<file path="src/rtl/fft_8_frame_loader.sv">
`default_nettype none
// ============================================================================
// fft_8_frame_loader : ping-pong 8-sample frame assembler feeding the FFT core
// Revision 1.0
// ============================================================================
module fft_8_frame_loader #(
   parameter int DATA_W = 16,
   parameter int N      = 8
) (
   input  logic                     clk,
   input  logic                     rst_n,
   input  logic                     s_valid,
   output logic                     s_ready,
   input  logic signed [DATA_W-1:0] s_real,
   input  logic signed [DATA_W-1:0] s_imag,
   input  logic                     s_last,
   input  logic [1:0]               in_shift,
   output logic                     frame_valid,
   input  logic                     frame_ready,
   output logic signed [DATA_W-1:0] frame_real [0:N-1],
   output logic signed [DATA_W-1:0] frame_imag [0:N-1],
   output logic                     frame_err,
   output logic [7:0]               drop_count
);

   localparam int               IDX_W      = $clog2(N);
   localparam logic [IDX_W-1:0] c_last_idx = IDX_W'(N - 1);
   localparam logic [7:0]       c_cnt_max  = 8'hFF;

   logic signed [DATA_W-1:0] r_bank_re [0:1][0:N-1];
   logic signed [DATA_W-1:0] r_bank_im [0:1][0:N-1];
   logic [1:0]               r_full;
   logic                     r_wr_sel;
   logic                     r_rd_sel;
   logic [IDX_W-1:0]         r_wr_idx;
   logic [1:0]               r_shift_q;
   logic                     r_frame_err;
   logic [7:0]               r_drop_count;

   logic                     w_accept;
   logic                     w_at_end;
   logic                     w_complete;
   logic                     w_drop;
   logic                     w_consume;
   logic [1:0]               w_shift;
   logic signed [DATA_W-1:0] w_re_sc;
   logic signed [DATA_W-1:0] w_im_sc;
   logic [1:0]               w_full_next;

   assign s_ready     = ~r_full[r_wr_sel];
   assign frame_valid = r_full[r_rd_sel];
   assign frame_err   = r_frame_err;
   assign drop_count  = r_drop_count;

   assign w_accept   = s_valid && s_ready;
   assign w_at_end   = (r_wr_idx == c_last_idx);
   assign w_complete = w_accept && w_at_end && s_last;
   // Short frame (last too early) and long frame (no last at the end) both discard.
   assign w_drop     = w_accept && (w_at_end != s_last);
   assign w_consume  = frame_valid && frame_ready;

   assign w_shift = (r_wr_idx == '0) ? in_shift : r_shift_q;
   assign w_re_sc = s_real >>> w_shift;
   assign w_im_sc = s_imag >>> w_shift;

   // Completion and consumption always target different banks.
   always_comb begin
      w_full_next = r_full;
      if (w_complete) w_full_next[r_wr_sel] = 1'b1;
      if (w_consume)  w_full_next[r_rd_sel] = 1'b0;
   end

   always_ff @(posedge clk or negedge rst_n) begin
      if (!rst_n) begin
         for (int b = 0; b < 2; b++) begin
            for (int i = 0; i < N; i++) begin
               r_bank_re[b][i] <= '0;
               r_bank_im[b][i] <= '0;
            end
         end
         r_full       <= 2'b00;
         r_wr_sel     <= 1'b0;
         r_rd_sel     <= 1'b0;
         r_wr_idx     <= '0;
         r_shift_q    <= 2'd0;
         r_frame_err  <= 1'b0;
         r_drop_count <= 8'd0;
      end else begin
         if (w_accept) begin
            r_bank_re[r_wr_sel][r_wr_idx] <= w_re_sc;
            r_bank_im[r_wr_sel][r_wr_idx] <= w_im_sc;
            if (r_wr_idx == '0) r_shift_q <= in_shift;
            if (w_complete || w_drop) r_wr_idx <= '0;
            else                      r_wr_idx <= r_wr_idx + 1'b1;
         end
         if (w_complete) r_wr_sel <= ~r_wr_sel;
         if (w_consume)  r_rd_sel <= ~r_rd_sel;
         r_full      <= w_full_next;
         r_frame_err <= w_drop;
         if (w_drop && (r_drop_count != c_cnt_max))
            r_drop_count <= r_drop_count + 8'd1;
      end
   end

   for (genvar gi = 0; gi < N; gi++) begin : g_out
      assign frame_real[gi] = r_bank_re[r_rd_sel][gi];
      assign frame_imag[gi] = r_bank_im[r_rd_sel][gi];
   end

endmodule
`default_nettype wire

</file>
<file path="config.mk">
export PLATFORM = sky130hd
export DESIGN_NAME = fft_8_frame_loader
export DESIGN_NICKNAME = d
export VERILOG_FILES = /design/src/rtl/fft_8_frame_loader.sv
export SDC_FILE = /design/constraint.sdc
export NUM_CORES = 1
export LEC_CHECK = 0
export CORE_MARGIN = 1.5
export CORE_UTILIZATION = 50
export CTS_BUF_LIST = sky130_fd_sc_hd__clkbuf_4
export DETAILED_ROUTE_END_ITERATION = 8
export GPL_TIMING_DRIVEN = 0
export PLACE_DENSITY_LB_ADDON = 0.05
export SLEW_MARGIN = 20
export SYNTH_ARGS = -nofsm -noshare
export SYNTH_HDL_FRONTEND = slang
export SYNTH_SLANG_ARGS = --single-unit
</file>
<file path="constraint.sdc">
create_clock -name clk -period 3.1 [get_ports clk]
set_clock_uncertainty 0.1 [all_clocks]
set_input_delay 0.62 -clock clk [delete_from_list [all_inputs] [get_ports clk]]
set_output_delay 0.62 -clock clk [all_outputs]
set_load 0.005 [all_outputs]
</file>
======== Yosys cells after proc, flatten, opt, wreduce, memory -nomap -nowiden ========
Index checks and enable logic that the tools add are counted.
word-level totals
  input port bits ......................... 39
  output and inout bits ................... 267
  logic and storage cells ................. 100
  bits in registers ....................... 530
cells by class
  mux-type cells .......................... 24
  add/subtract/negate cells ............... 2
  magnitude comparators ................... 9
  reduce and logical (&&, ||, !) cells .... 12
  shift-type cells ........................ 2
  bitwise gates (word level) .............. 9
  equal/unequal tests ..................... 3
operator list
  cell                                                                   number
  128-bit 2-to-1 mux                                                     7
  256-bit bitwise mux                                                    2
  128-bit demux with 1-bit select                                        1
  16-bit demux with 3-bit select                                         1
  16-bit by 2-bit >>> shifter with 16-bit output                         2
  16-bit 2-to-1 mux                                                      1
  1-bit logical AND                                                      10
  8-bit by 1-bit adder with 8-bit output (second input constant)         1
  8-bit != test (second input constant)                                  1
  1-bit 2-to-1 mux                                                       6
  2-bit 2-to-1 mux                                                       3
  2-bit greater-or-equal comparator (second input constant)              2
  4-bit greater-or-equal comparator (second input constant)              1
  1-bit by 2-bit < comparator with 1-bit output (second input constant)  2
  4-bit by 1-bit < comparator with 1-bit output (second input constant)  1
  1-bit NOT with 2-bit output                                            2
  3-bit NOT with 4-bit output                                            1
  3-bit by 1-bit adder with 3-bit output (second input constant)         1
  3-bit equality test (second input constant)                            1
  3-bit logical NOT                                                      1
  3-bit 2-to-1 mux                                                       1
  1-bit NOT                                                              3
  2-bit AND                                                              1
  1-bit demux with 1-bit select                                          2
  other kinds (6)                                                        7

======== Longest topological paths before layout ========
  depth in word-level cells ............... 9
  gate-level depth with buffers ........... 12
  mapped depth without buffers ............ 6

======== Worst setup path before layout ========
Ideal clock, no wire load.
  path kind ............................... flip-flop to flip-flop
  from .................................... reg r_wr_idx[0]
  to ...................................... reg r_bank_im[25] (netlist bit)
  path slack .............................. 0.159 ns
  path buffers ............................ 5
  clock period less this slack ............ 2.941 ns
  setup time .............................. 0.142 ns
  cell stages (with the launch flop) ...... 12
  arrival time ............................ 2.698 ns
  data required time ...................... 2.858 ns
  cell sequence ........................... dfrtp_1 -> clkbuf_1 -> buf_1 -> inv_1 -> ha_1 -> nand2b_1 -> buf_4 -> mux2i_2 -> buf_4 -> mux2i_1 -> clkbuf_1 -> o221ai_1
between the ends
  cells in the longest elaborated chain, start to end .. 8
  elaborated cells on any way between the ends .. 12
  those cells by class .................... 2 x order compare; 1 x shift; 6 x mux; 1 x bitwise; 2 x reduce/logical
RTL lines
  element                                                                                                                          line  source
  start: declaration                                                                                                               35    logic [IDX_W-1:0] r_wr_idx;
  start signal: assignment                                                                                                         94    else r_wr_idx <= r_wr_idx + 1'b1;
  3-bit NOT with 4-bit output (implied by the code)                                                                                91    r_bank_im[r_wr_sel][r_wr_idx] <= w_im_sc;
  4-bit greater-or-equal comparator (implied by the code) / 4-bit by 1-bit < comparator with 1-bit output (equally long branches)  91
  1-bit logical AND (implied by the code)                                                                                          91
  16-bit 2-to-1 mux (implied by the code)                                                                                          91
  16-bit demux with 3-bit select                                                                                                   91
  128-bit 2-to-1 mux (implied by the code)                                                                                         91
  128-bit demux with 1-bit select                                                                                                  91
  256-bit bitwise mux (*)                                                                                                          91
  end signal: indexed assignment                                                                                                   91
  end: declaration                                                                                                                 31    logic signed [DATA_W-1:0] r_bank_im [0:1][0:N-1];
Every way passes the cells marked *; elsewhere a longest branch is shown, timed or not.
A chain may end at the register's enable or synchronous reset.

==> flow_summary.toml <==
[global_route]
grt_max_degree = 97
overflow = 0
grt_antenna_before_repair = 5
grt_first_pass_wirelength_um = 157000
grt_usage_pct = 42.5
grt_pass1_vias = 23900

[drt]
drc = 0
viasPerCell = 6.58
ant_nets = 0
dr.pass1.iters = 8
wirelength_um = 109000
wl_per_cell_um = 30.2
drt_iter0_markers = 3368
num_vias = 23800

[yosys]
syn_inst = 2332
synth_compound_area_share_pct = 16.7
synthAdderAreaFrac_pct = 0.199
synth_nets = 2375
post-synth-top-area-fraction_pct = 52.7
synth.most_common_cell = "nand2_1"
yosys.area.top_type = "dfrtp_1"
synth_edf_count = 0
ys.flop_type = "dfrtp_1"
synthTopCellsByCount = "nand2_1, dfrtp_1, o221ai_1"
yosys-top-cells-area = "dfrtp_1, o221ai_1, mux2_2"
ys_seq_area_share_pct = 52.7
synth_top_family_by_area = "compound AO/OA/AOI/OAI gates"
mappedNetlistArea_um2 = 25200
ys_seq_elements = 530
muxShareOfSynthArea_pct = 13.5
synthXorXnorAreaFrac_pct = 0.174
async_flop_share_pct = 100
syn_area_per_cell_um2 = 10.8
synth.distinct_cells = 44
synthSimpleGateAreaFrac_pct = 11.9
synth_warnings = 0

[worst_setup_path]
path_class = "register to primary output"
startpoint_type = "register"
crit_chain = "buf_12 > clkbuf_16 > clkbuf_16 > mux2_2 > clkdlybuf4s50_1"
path_common_cell = "clkbuf_16"
crit_fanout = 11
slowest_stage = "clkdlybuf4s50_1"
critPathCaptureType = "primary output"
cp.arrival_ns = 2.81
critPathRequiredTime_ns = 2.38
slowest_delay_ns = 0.46
rrSetupSlack_ns = -0.16

[status]
status = "finished with violations"
violations = "setup timing"

[flow_run]
maxCapViolCount = 0

[clocking]
insertion_delay_ns = 1.02
cts.sinks = 530
cts-root-buf = "clkbuf_4"
ctsLongestPathBuffers = 3
cts.clk_slew.worst_paths_ns = 0.06
cts_buffers = 147
cts.htree.levels = 4
cts_tree = "built"

[pwr]
pwr-share-seq_pct = 37.4
power_frac_clock_pct = 26.5
peakVddDrop_mv = 0.417
p_per_area_nw_per_um2 = 761
switchingPower_uw = 8480
intPower_uw = 16500
swShare_pct = 34.0
comb_power_share_pct = 36.1
p_total_uw = 24900
p_leak_uw = 0.0153

[floorplanning]
fp.dieH_um = 227
initial_core_util_pct = 50.5
core.rowCount = 82
core_area_um2 = 49900
die_width_um = 227
pin_count = 306
die_area_um2 = 51700

[placement]
portBuffers = 303
dp_hpwl_um = 74400
place.gp.congestion = 0.982

[cells_and_area]
multi_input_area_um2 = 11300
drive_above_1_share_pct = 28.8
seq_area_um2 = 13300
syn_to_final_growth_pct = 30.2
nets = 2867
fillers = 4073

[sta]
maxSlewViolCount = 0
fin_setup_tns_ns = -62.82
fin_crit_ns = 3.53
timing.fmax_mhz = 284
fin_crit_sh_pct = 114
tightest_slew_ns = 0.966
grt_setup_unrepaired = "yes"
worst_slack_ns = -0.426
hold_violations = 0
maxSlewHeadroom_pct = 35.6
finalSetupViolCount = 318

[hold_path]
hold_path_class = "input pin to register"
-- per-layer routing --
| metal | vias up | track usage, % | part of all wire (%) |
|---|---|---|---|
| met5 | - | 0 | 0.031 |
| met4 | 6 | 25.3 | 5.9 |
| met3 | 381 | 14.6 | 12 |
| met2 | 1811 | 61.5 | 43 |
| met1 | 11900 | 55.3 | 38 |
| li1 | 9696 | - | - |
-- repair_timing --
action	CTS	global route
gates cloned	9	1
resized for setup	295	341
setup endpoints to repair	739	723
hold endpoints to repair	199	0
hold buffers	5	0
setup buffers	3	17
-- cells by family (layout without fill, tap and decap cells) --
kind of cell | count (synthesis) | in the layout
XOR/XNOR | 5 | 5
adder cells (fa/ha/maj) | 4 | 4
AND/OR/NAND/NOR | 739 | 739
AO/OA/AOI/OAI | 491 | 491
flip-flops | 530 | 530
buffers and inverters | 264 | 863
multiplexers | 299 | 299
other | 0 | 10
-- placed cells by master, fill, tap and decap left out, types with 5 or more instances in the layout --
| master | n |
|---|---|
| buf_1 | 5 |
| buf_16 | 6 |
| buf_2 | 46 |
| buf_4 | 57 |
| buf_6 | 21 |
| buf_8 | 5 |
| clkbuf_1 | 73 |
| clkbuf_16 | 29 |
| clkbuf_2 | 54 |
| clkbuf_4 | 266 |
| clkdlybuf4s15_1 | 24 |
| clkdlybuf4s50_1 | 163 |
| clkinv_1 | 15 |
| dfrtp_1 | 529 |
| diode_2 | 10 |
| dlygate4sd2_1 | 32 |
| dlygate4sd3_1 | 5 |
| dlymetal6s2s_1 | 42 |
| inv_2 | 7 |
| mux2_2 | 191 |
| mux2_4 | 72 |
| mux2i_1 | 6 |
| mux2i_2 | 8 |
| mux2i_4 | 22 |
| nand2_1 | 623 |
| nand2_2 | 21 |
| nand2_4 | 7 |
| nand3_1 | 40 |
| nor2_1 | 18 |
| o211ai_1 | 32 |
| o21ai_0 | 38 |
| o221ai_1 | 402 |
| o221ai_2 | 14 |
-- power groups by stage --
stage	combinational (uW)	sequential (uW)	clock (uW)
floorplan	4040	9120	0
global placement	8460	9350	0
detailed placement	8570	9370	0
CTS	8790	9260	6620
global route	9470	9470	7030
finish	9000	9320	6610
-- metrics by stage --
stage / util, % / instances / area [um^2] / hold WS, ns / setup WS, ns
finish: 65.7 / 3613 / 32800 / 0.168 / -0.426
global placement: 58.2 / 3307 / 29000 / 0.355 / -22.04
CTS: 64.4 / 3585 / 32100 / 0.118 / -0.434
detailed placement: 58.6 / 3313 / 29200 / 0.360 / -1.13
global route: 65.7 / 3607 / 32800 / 0.155 / -0.472
floorplan: - / 2332 / 25200 / 0.224 / 0.159
-- area by class of cell --
type,instances,area share (%)
flip-flops and latches,530,40.5
multi-input cells,1538,34.4
repair buffers,344,10.8
plain buffers,259,6.06
clock buffers,230,5.27
well taps,672,2.57
clock inverters,26,0.405
diodes,10,0.0764
inverters,4,0.0458
-- sequential cells by signal, summed over array words and instances (netlist names) --
register,count
drop_count,8
frame_err,1
r_bank_im,256
r_bank_re,256
r_full,2
r_rd_sel,1
r_shift_q,2
r_wr_idx,3
r_wr_sel,1
-- worst paths after layout --
path	start	end	depth (start not counted)
setup / recovery	r_rd_sel$_DFFE_PN0N_	frame_imag[65]	5
hold / removal	frame_ready	r_rd_sel$_DFFE_PN0N_	3
setup reg to reg	r_wr_idx[0]$_DFFE_PN0P_	r_bank_re[12]$_DFFE_PN0P_	11
hold reg to reg	r_bank_re[46]$_DFFE_PN0P_	r_bank_re[46]$_DFFE_PN0P_	2
max in group asynchronous	rst_n	r_bank_im[54]$_DFFE_PN0P_	6
min in group asynchronous	rst_n	r_bank_re[75]$_DFFE_PN0P_	3
-- critical path: cells and delay by family, from the launching register on --
| family | cells | cell delay (ns) |
|---|---|---|
| buffers and inverters | 4 | 1.01 |
| DFF | 1 | 0.38 |
| muxes | 1 | 0.39 |
(Power assumes the default switching activity.)
